**config.mk**
```make
export PLATFORM = sky130hd
export DESIGN_NAME = uart_tx_fifo_arbiter
export DESIGN_NICKNAME = d
export VERILOG_FILES = /design/src/rtl/uart_tx_fifo_arbiter.sv
export SDC_FILE = /design/constraint.sdc
export NUM_CORES = 1
export LEC_CHECK = 0
export CORE_MARGIN = 2
export CORE_UTILIZATION = 41
export DETAILED_ROUTE_END_ITERATION = 7
export PLACE_DENSITY = 0.82
export SLEW_MARGIN = 25
export SYNTH_ARGS = -nofsm -noshare
export SYNTH_HDL_FRONTEND = slang
export SYNTH_SLANG_ARGS = --single-unit
```
**constraint.sdc**
```tcl
create_clock -name clk -period 2.8 [get_ports clk]
set_input_delay 0.28 -clock clk [delete_from_list [all_inputs] [get_ports clk]]
set_output_delay 0.28 -clock clk [all_outputs]
set_load 0.005 [all_outputs]
```
**src/rtl/uart_tx_fifo_arbiter.sv**
```systemverilog
// uart_tx_fifo_arbiter: round-robin, frame-locked arbiter sharing the UART TX FIFO write port.
// A grant is held from the first byte of a frame to its last byte; an owner that goes quiet
// for TIMEOUT consecutive cycles mid-frame loses the grant and abort pulses once.
module uart_tx_fifo_arbiter #(
  parameter int unsigned B       = 8,
  parameter int unsigned N       = 2,
  parameter int unsigned TIMEOUT = 255
) (
  input  logic           clk,
  input  logic           reset,
  input  logic [N-1:0]   req_valid,
  input  logic [N-1:0]   req_last,
  input  logic [N*B-1:0] req_data,
  output logic [N-1:0]   req_ready,
  output logic [N-1:0]   grant,
  input  logic           fifo_full,
  output logic           fifo_wr,
  output logic [B-1:0]   fifo_w_data,
  output logic           busy,
  output logic           abort
);

  localparam int unsigned OW = 2;
  localparam int unsigned CW = 8;
  // Counter value on which a still-quiet owner is revoked (unused when TIMEOUT is 0).
  localparam logic [CW-1:0] TO_LAST = (TIMEOUT == 0) ? CW'(0) : CW'(TIMEOUT - 1);

  typedef enum logic {
    S_IDLE   = 1'b0,
    S_LOCKED = 1'b1
  } state_t;

  state_t        r_state, w_state_nxt;
  logic [OW-1:0] r_owner, w_owner_nxt;
  logic [OW-1:0] r_last_owner, w_last_owner_nxt;
  logic [CW-1:0] r_idle_cnt, w_idle_cnt_nxt;
  logic          r_abort, w_abort_nxt;
  logic [OW-1:0] w_pick, w_cand;
  logic          w_found;
  logic [N-1:0]  w_owner_oh;
  logic          w_own_valid;
  logic          w_own_last;
  logic [B-1:0]  w_own_data;

  assign w_owner_oh  = N'(1) << r_owner;
  assign w_own_valid = |(req_valid & w_owner_oh);
  assign w_own_last  = |(req_last & w_owner_oh);

  // Byte presented by the current owner.
  always_comb begin
    w_own_data = '0;
    for (int unsigned i = 0; i < N; i++) begin
      if (r_owner == OW'(i)) begin
        w_own_data = req_data[i*B +: B];
      end
    end
  end

  // Round-robin search: first valid requester after last_owner, wrapping modulo N.
  always_comb begin
    w_found = 1'b0;
    w_pick  = '0;
    w_cand  = '0;
    for (int unsigned k = 1; k <= N; k++) begin
      w_cand = OW'((32'(r_last_owner) + k) % N);
      if (!w_found && ((req_valid & (N'(1) << w_cand)) != '0)) begin
        w_found = 1'b1;
        w_pick  = w_cand;
      end
    end
  end

  // Next-state logic: arbitration, frame completion and idle-owner timeout.
  always_comb begin
    w_state_nxt      = r_state;
    w_owner_nxt      = r_owner;
    w_last_owner_nxt = r_last_owner;
    w_idle_cnt_nxt   = r_idle_cnt;
    w_abort_nxt      = 1'b0;
    case (r_state)
      S_IDLE: begin
        w_idle_cnt_nxt = '0;
        if (w_found) begin
          w_state_nxt = S_LOCKED;
          w_owner_nxt = w_pick;
        end
      end
      S_LOCKED: begin
        if (w_own_valid) begin
          // A stalled-but-valid owner is never considered idle.
          w_idle_cnt_nxt = '0;
          if (!fifo_full && w_own_last) begin
            w_state_nxt      = S_IDLE;
            w_last_owner_nxt = r_owner;
          end
        end else if ((TIMEOUT != 0) && (r_idle_cnt == TO_LAST)) begin
          w_state_nxt      = S_IDLE;
          w_last_owner_nxt = r_owner;
          w_idle_cnt_nxt   = '0;
          w_abort_nxt      = 1'b1;
        end else begin
          w_idle_cnt_nxt = r_idle_cnt + CW'(1);
        end
      end
      default: begin
        w_state_nxt = S_IDLE;
      end
    endcase
  end

  // State and bookkeeping registers; requester 0 has first priority out of reset.
  always_ff @(posedge clk or posedge reset) begin
    if (reset) begin
      r_state      <= S_IDLE;
      r_owner      <= '0;
      r_last_owner <= OW'(N - 1);
      r_idle_cnt   <= '0;
      r_abort      <= 1'b0;
    end else begin
      r_state      <= w_state_nxt;
      r_owner      <= w_owner_nxt;
      r_last_owner <= w_last_owner_nxt;
      r_idle_cnt   <= w_idle_cnt_nxt;
      r_abort      <= w_abort_nxt;
    end
  end

  // Port-side view of the grant; writes are gated by fifo_full so none is dropped.
  always_comb begin
    grant       = '0;
    req_ready   = '0;
    fifo_wr     = 1'b0;
    fifo_w_data = '0;
    busy        = 1'b0;
    if (r_state == S_LOCKED) begin
      grant       = w_owner_oh;
      busy        = 1'b1;
      req_ready   = fifo_full ? '0 : w_owner_oh;
      fifo_wr     = w_own_valid & ~fifo_full;
      fifo_w_data = w_own_data;
    end
  end

  assign abort = r_abort;

endmodule

```
==> run summary, run 1 <==
The run finished with clean final reports. The maximum vdd drop came out at 450 uV. The sequential area share after synthesis came out at about two fifths. The HPWL after detailed placement is 1380 um.

The finished cells cover roughly 1200 um^2. The clock latency reported for the late side of the worst-skew pair is 0.27 ns. The height of the die came out at 46.6 um.

The delay of the slowest cell on the worst path came out at 0.81 ns. Row generation in the floorplan step produced 15 rows. The number of hold-slack violations in the final timing report is 0. The static power due to leakage came out at 0.515 nW. The signal on the critical path passes through mux2i_4, nor2_1, clkdlybuf4s50_1. The max-slew violation count is 0. The largest total area in the synthesized netlist belongs to sky130_fd_sc_hd__dfrtp_1.

Clock-pin slew was measured on the worst setup and hold paths at roughly 0.070 ns. The worst clock skew is 0.000932 ns. Counting along the longest clock path gives a buffer depth of 2. The number of hold-repair buffers added at the cts stage is 0. The worst-path cell with the longest stage delay is sky130_fd_sc_hd__dfrtp_1. The data arrival time of the critical path came out at 1.98 ns.

The count of nets left with antenna violations once routing finished came out at 0. The floorplan core area came out at around 1700 um^2. The first-pass detailed-route iteration total came out at 4. Clock tree synthesis inserted a total of 3 buffers. Cells with a size suffix above 1 make up 8.70% of the layout. The die footprint is 2180 um^2.

The number of instances in the synthesized netlist is 77. By startpoint and endpoint, the worst setup path is classified as reg2out. The most used flip-flop cell after synthesis is sky130_fd_sc_hd__dfrtp_1. The first global-routing pass estimated 2400 um of wire. The highest net fanout along the worst path is 15.

For this design the ratio of total power to cell area is 686 nW/um^2. The clock drives 12 sinks. Ranked by instance count, the synthesized netlist is headed by sky130_fd_sc_hd__nor2_1 (19), sky130_fd_sc_hd__dfrtp_1 (11), sky130_fd_sc_hd__mux2i_1 (9), sky130_fd_sc_hd__inv_1 (4), sky130_fd_sc_hd__nand3_1 (4). The total detailed-routing wirelength is 1690 um. The initial antenna violation count is 0. The number of buffer and inverter stages on the critical path came out at 1. The worst setup path is launched from a register.

The worst-margin pin slew came out at 0.720 ns. Input and output buffers added on the ports amount to 37. The number of DRC markers in iteration 0 is 11. The cell with the most instances after synthesis is sky130_fd_sc_hd__nor2_1. The horizontal extent of the die came out at 46.6 um. The number of global-route vias before repair is 535. The total vias in the final route is 663.

Yosys mapped a number of flops with a built-in enable equal to 0. The number of antenna cells inserted came out at 0. The data required time at the worst endpoint is roughly 2.5 ns.

The count of buffers added by post-CTS timing repair for setup is 0. Timing would allow up to 442 MHz. The aggregate global routing overflow came out at 0. The number of distinct standard cells referenced by the synthesized netlist is 27. The total negative slack is 0 ns. The part of the cycle the worst path needs came out at 80.7%.

The count of warnings emitted by yosys came out at 0. The synthesized cell area is 746 um^2. The overall track demand over capacity in global routing is 16.2%. Setup repair after global routing left no endpoint under its margin. Clock tree synthesis selected as its root buffer the cell sky130_fd_sc_hd__clkbuf_4. After synthesis, the largest area contributor takes up a little under two fifths of total cell area.

After synthesis, the mean cell area works out to 9.68 um^2. The area growth from synthesis to layout is 56.0%. The proportion of synthesized flip-flops having asynchronous set or reset is 100%. The min-delay analysis places its worst path in the category in2async. The relative max-transition margin came out at about 52%. In the routed design, unresolved DRC markers number 0.

The cell area reported after detailed placement came out at approximately 1100 um^2. The number of H-tree levels is 1. STA classifies the critical path endpoint as a primary output. The starting density of the core is between 40% and 50%. Sorting the synthesized cells by area gives the leading types as sky130_fd_sc_hd__dfrtp_1 (37%), sky130_fd_sc_hd__mux2i_1 (12%), sky130_fd_sc_hd__nor2_1 (9.6%), sky130_fd_sc_hd__dfstp_2 (3.5%), sky130_fd_sc_hd__xor2_1 (3.5%). The mean routed wirelength per cell is 12.1 um. The number of nets at the end of the flow came out at between 100 and 150. The number of nets handed over by synthesis was 102. Routability-driven placement finished with a final weighted congestion of 0.741. The max-cap violation count is 0. The largest net degree at the start of global routing is 16. The top cell family by delay on the critical path is flip-flops.

TritonCTS built the clock tree. Post-CTS repair changed the size of 0 cells. The count of pins on the block boundary is 38.

The number of synthesized register bits is 12. The final count of negative-setup-slack endpoints came out at 0. The via density per instance came out at 4.74. Counting I/O delays and the setup requirement, the final critical path takes ~2.3 ns. The number of filler instances in the final layout came out at about 150.
cells in the final DEF (no fill, tap or decap):
cell type                          n
sky130_fd_sc_hd__nand2_1           3
sky130_fd_sc_hd__dfstp_2           1
sky130_fd_sc_hd__nand3_1           4
sky130_fd_sc_hd__nor2_1           19
sky130_fd_sc_hd__nand2b_1          1
sky130_fd_sc_hd__and3_1            1
sky130_fd_sc_hd__xnor2_1           1
sky130_fd_sc_hd__o21ai_0           2
sky130_fd_sc_hd__o31a_1            1
sky130_fd_sc_hd__or3_1             2
sky130_fd_sc_hd__clkdlybuf4s50_1  37
sky130_fd_sc_hd__nor3_1            1
sky130_fd_sc_hd__nand4_2           1
sky130_fd_sc_hd__xor2_1            3
sky130_fd_sc_hd__dfrtp_1          11
sky130_fd_sc_hd__mux2_4            1
sky130_fd_sc_hd__ha_1              2
sky130_fd_sc_hd__a32o_1            1
sky130_fd_sc_hd__clkbuf_4          3
sky130_fd_sc_hd__nor4b_4           1
sky130_fd_sc_hd__o211ai_1          1
sky130_fd_sc_hd__nor2_2            1
sky130_fd_sc_hd__mux2i_1           9
sky130_fd_sc_hd__a21oi_1           2
sky130_fd_sc_hd__mux2i_4           1
sky130_fd_sc_hd__clkbuf_8          1
sky130_fd_sc_hd__inv_1             4
path summary, 6_finish.rpt:
kind,slack (ns),startpoint,cells after the start,end
worst max-delay path,0.54,r_owner[0],3,fifo_wr
worst min-delay path,0.30,reset,2,r_state
worst max register to register,0.90,r_owner[0],4,r_last_owner[0]
worst min register to register,0.50,r_idle_cnt[0],1,r_idle_cnt[0]
max in group asynchronous,2.16,reset,2,r_last_owner[0]
min in group clk,0.50,r_idle_cnt[0],1,r_idle_cnt[0]
worst register-to-register path: cells and delay by family (launching register included):
| kind | cells | cell delay, ns |
|---|---|---|
| DFF | 1 | 0.81 |
| muxes | 2 | 0.67 |
| and+or+nand+nor | 2 | 0.35 |
per-layer routing:
layer | global-route usage [%] | vias to the layer above | wire length [um]
met1 | 19.7 | 311 | 747
met5 | 0 | - | 0
met2 | 25.8 | 12 | 867
met4 | 6.67 | 0 | 19
li1 | - | 338 | -
met3 | 5.88 | 2 | 56
flip-flops by register name, indices dropped and copies added (netlist names):
signal and cells:
r_idle_cnt 8, abort 1, r_state 1, r_last_owner 1, r_owner 1
metrics by stage:
stage	power [mW]	utilization (%)	std cells	setup slack [ns]	hold slack, ns
2_1_floorplan	0.478	-	77	1.44	0.144
3_3_place_gp	0.662	65.3	136	0.854	0.471
3_5_place_dp	0.673	65.3	136	0.816	0.498
4_1_cts	0.810	67.4	140	0.517	0.311
5_1_grt	0.856	67.4	140	0.408	0.328
6_report	0.798	67.4	140	0.540	0.300
final cells by class:
class	count	area [um^2]	share of cell area [%]
Multi-Input combinational cell	58	409	35.2
Timing Repair Buffer	37	370	31.8
Sequential cell	12	302	25.9
Clock buffer	4	36.3	3.12
Tap cell	25	31.3	2.69
Inverter	4	15.0	1.29
report_power, final:
| part | leakage, nW | switching, mW | internal (mW) |
|---|---|---|---|
| Clock | 0.0210 | 0.0556 | 0.0791 |
| Combinational | 0.339 | 0.131 | 0.252 |
| Sequential | 0.156 | 0.0715 | 0.209 |
| Total | 0.515 | 0.258 | 0.540 |
cell families (layout without fill, tap and decap cells):
kind of cell | Yosys count | count (layout) | share of synthesized area, %
AOI/OAI and AO/OA | 7 | 7 | 6.21
muxes | 11 | 11 | 17.1
xor gates and xnor gates | 4 | 4 | 4.70
DFF | 12 | 12 | 40.4
buffers and inverters | 7 | 45 | 4.70
and+or+nand+nor | 34 | 34 | 23.5
adders and majority gates | 2 | 2 | 3.36
Power figures use the tool's default switching activity.
==> run 2, diff against run 1 <==
- CORE_UTILIZATION: 41 -> 35
- PLACE_DENSITY: 0.82 -> 0.75
- clock period: 2.8 -> 2.02 ns (I/O delays scaled with it)
==> run summary, run 2 (synthesis results as in run 1) <==
Outcome: completed (unchanged). The highest net fanout along the worst path came out at 10 (was 15). The number of flip-flops under the largest register name came out at 8 (unchanged). The data arrival time of the critical path came to 1.69 ns (was 1.98 ns). The maximum clock rate is ~530 MHz.

The static power due to leakage is 0.513 nW (was 0.515 nW). The count of pins on the block boundary is 38 (unchanged). The endpoint class of the critical path was a primary output (unchanged). The initial antenna violation count came out at 0 (unchanged). The number of buffers inserted by port buffering is 37 (unchanged). Critical-path cell list: buf_4, mux2i_1, nor2_1, clkdlybuf4s50_1 (was mux2i_4, nor2_1, clkdlybuf4s50_1). The aggregate global routing overflow came to 0 (unchanged). The launching element type of the critical path is a register (unchanged). The share of final-layout standard cells stronger than drive strength 1 came out at 9.48% (was 8.70%). The floorplan core area came to 1980 um^2 (was 1730 um^2). The post-layout instance area came to 1160 um^2 (about the same).

The ratio of total power to cell area came out at 928 nW/um^2 (was 686 nW/um^2). The commonest non-fill, non-tap cell in the layout is sky130_fd_sc_hd__clkdlybuf4s50_1 (unchanged). The mean routed wirelength per cell came out at 12.5 um (was 12.1 um). The least setup slack across all paths after layout is 0.131 ns (was 0.540 ns). The number of CTS-inserted buffers is 3 (unchanged). The final count of negative-setup-slack endpoints was 0 (unchanged). The number of nets at the end of the flow is 142 (was 141). The via density per instance came out at 4.62 (was 4.74). The number of DRC markers in iteration 0 was 8 (was 11).

The worst-margin pin slew came out at 0.568 ns (was 0.720 ns). The max-slew violation count came out at 0 (unchanged). The number of H-tree levels came to 1 (unchanged). The number of nets still failing antenna checks after routing came out at 0 (unchanged). The largest net degree at the start of global routing is 14 (was 16). The clock network power share is 13.8% (was 16.9%). The clock tree root buffer cell is sky130_fd_sc_hd__clkbuf_4 (unchanged).

The maximum clock insertion buffer count was 2 (unchanged). The die footprint was 2520 um^2 (was 2180 um^2). The startpoint of the worst register-to-register path is r_idle_cnt[0] (was r_owner[0]). The routability-driven placement congestion ratio is 0.704 (was 0.741). The cell count of the worst reg-to-reg path came out at 5 (was 4). The total detailed-routing wirelength came to 1780 um (was 1690 um). The startpoint of the worst setup timing path is r_owner[0] (unchanged). The worst-path cell with the longest stage delay is sky130_fd_sc_hd__clkdlybuf4s50_1 (was sky130_fd_sc_hd__dfrtp_1). The total vias in the final route came out at 660 (was 663). The max-cap violation count is 0 (unchanged).

The worst clock skew is 0.00754 ns (was 0.000932 ns). After layout, the minimum clock period comes to approximately 1.9 ns. The number of global-route vias before repair is 644 (was 535).

The count of standard-cell rows is 16 (was 15). The horizontal extent of the die came to 50.2 um (was 46.6 um). The type of the most critical hold path is in2async (unchanged).

Setup repair after global routing missed its margin: false (unchanged). The share of power burned in registers was 33.0% (was 35.2%). The first-pass detailed-route iteration total is 4 (unchanged). The starting density of the core came out at 37.6% (was 43.2%). The post-cts sizing count is 0 (unchanged). The maximum vdd drop is 542 uV (was 450 uV). The register with the most flip-flops was r_idle_cnt (unchanged). The post-synthesis to final-layout area growth came to 56.2% (was 56.0%). The clock transition at the registers of the reported paths is 0.07 ns (about the same). The data required time at the worst endpoint came out at 1.82 ns (was 2.52 ns). The TritonCTS clock tree is yes (unchanged). The height of the die came out at 50.2 um (was 46.6 um). The switching power as a share of total power is 32.7% (was 32.3%). The count of buffers added by post-CTS timing repair for setup came out at 0 (unchanged).

The top cell family by delay on the critical path is buffers and inverters (was flip-flops). The setup slack after placement came out at 0.300 ns (was 0.816 ns). The overall track demand over capacity in global routing is 15.7% (was 16.2%). The first-pass GRT wire length is 2910 um (was 2400 um).

The delay of the slowest cell on the worst path is 0.52 ns (was 0.81 ns). The relative max-transition margin is 62.0% (was 52.0%). The number of buffer and inverter stages on the critical path is 2 (was 1).

Dividing the final minimum period by the clock period gives 93.5%. The number of hold-slack violations in the final timing report came out at 0 (unchanged). The cell area reported after detailed placement came to 1140 um^2 (was 1130 um^2). The clock latency reported for the late side of the worst-skew pair was 0.27 ns (about the same).

The combinational share of power came out at 53.2% (was 48.0%). The DRC violation count after routing was 0 (unchanged). The number of hold-repair buffers added at the cts stage is 0 (unchanged). Most frequent cells in the layout: sky130_fd_sc_hd__clkdlybuf4s50_1 (37), sky130_fd_sc_hd__nor2_1 (19), sky130_fd_sc_hd__dfrtp_1 (10) (was sky130_fd_sc_hd__clkdlybuf4s50_1 (37), sky130_fd_sc_hd__nor2_1 (19), sky130_fd_sc_hd__dfrtp_1 (11)).

The total net switching power was 353 uW (was 258 uW). The cell-internal power is 728 uW (was 540 uW). The total negative slack came out at 0 ns (unchanged). The type of the setup path with the least slack is reg2out (unchanged).

The half-perimeter wire length of the detailed placement result came out at 1420 um (was 1380 um). The number of cells on the critical path is 4 (was 3). The number of antenna cells inserted came to 0 (unchanged).

The number of sinks handled by clock tree synthesis came out at 12 (unchanged).
-- run 2: cell count changes in the layout (fill, tap and decap cells not counted), sizes merged --
| cell | previous run | this run |
|---|---|---|
| buf | 0 | 1 |
-- run 2: final cells by class --
class / count / area (um^2)
Clock buffer: 4 / 26.3
Fill cell: 164 / 817
Inverter: 4 / 15.0
Multi-Input combinational cell: 58 / 409
Sequential cell: 12 / 303
Tap cell: 27 / 33.8
Timing Repair Buffer: 38 / 378
-- run 2: worst register-to-register path, cell delays in order (launching register included) --
cell and delay (ns):
sky130_fd_sc_hd__dfrtp_1 0.42, sky130_fd_sc_hd__inv_1 0.08, sky130_fd_sc_hd__ha_1 0.13, sky130_fd_sc_hd__nand3_1 0.12
sky130_fd_sc_hd__o211ai_1 0.51, sky130_fd_sc_hd__nor2_1 0.11
-- run 2: power groups by stage --
stage | Combinational (mW) | Clock [mW] | Sequential [mW]
detailed placement | 0.578 | 0 | 0.359
CTS | 0.583 | 0.156 | 0.356
global route | 0.628 | 0.173 | 0.365
finish | 0.575 | 0.149 | 0.357
global placement | 0.574 | 0 | 0.355
floorplan | 0.339 | 0 | 0.323
-- run 2: metal layers --
layer / track usage, % / routed length [um]
met3: 5.36 / 50
met1: 18.3 / 769
met4: 5.56 / 19
met2: 26.5 / 942
met5: 0 / 0
-- run 2: final timing paths --
kind                                   end  slack, ns
hold / removal               r_idle_cnt[1]       0.23
max in group asynchronous  r_last_owner[0]       1.44
min in group clk             r_idle_cnt[0]       0.51
hold reg to reg              r_idle_cnt[0]       0.51
setup / recovery            fifo_w_data[3]       0.13
setup reg to reg             r_idle_cnt[4]       0.51
-- run 2: through the flow --
stage | std cells | hold WS (ns) | total power [mW] | utilization (%)
final | 143 | 0.233 | 1.08 | 58.8
after detailed placement | 139 | 0.491 | 0.937 | 57.4
after CTS | 143 | 0.242 | 1.09 | 58.7
after global placement | 139 | 0.471 | 0.929 | 57.4
after floorplan | 77 | 0.0660 | 0.663 | -
after global routing | 143 | 0.285 | 1.17 | 58.8
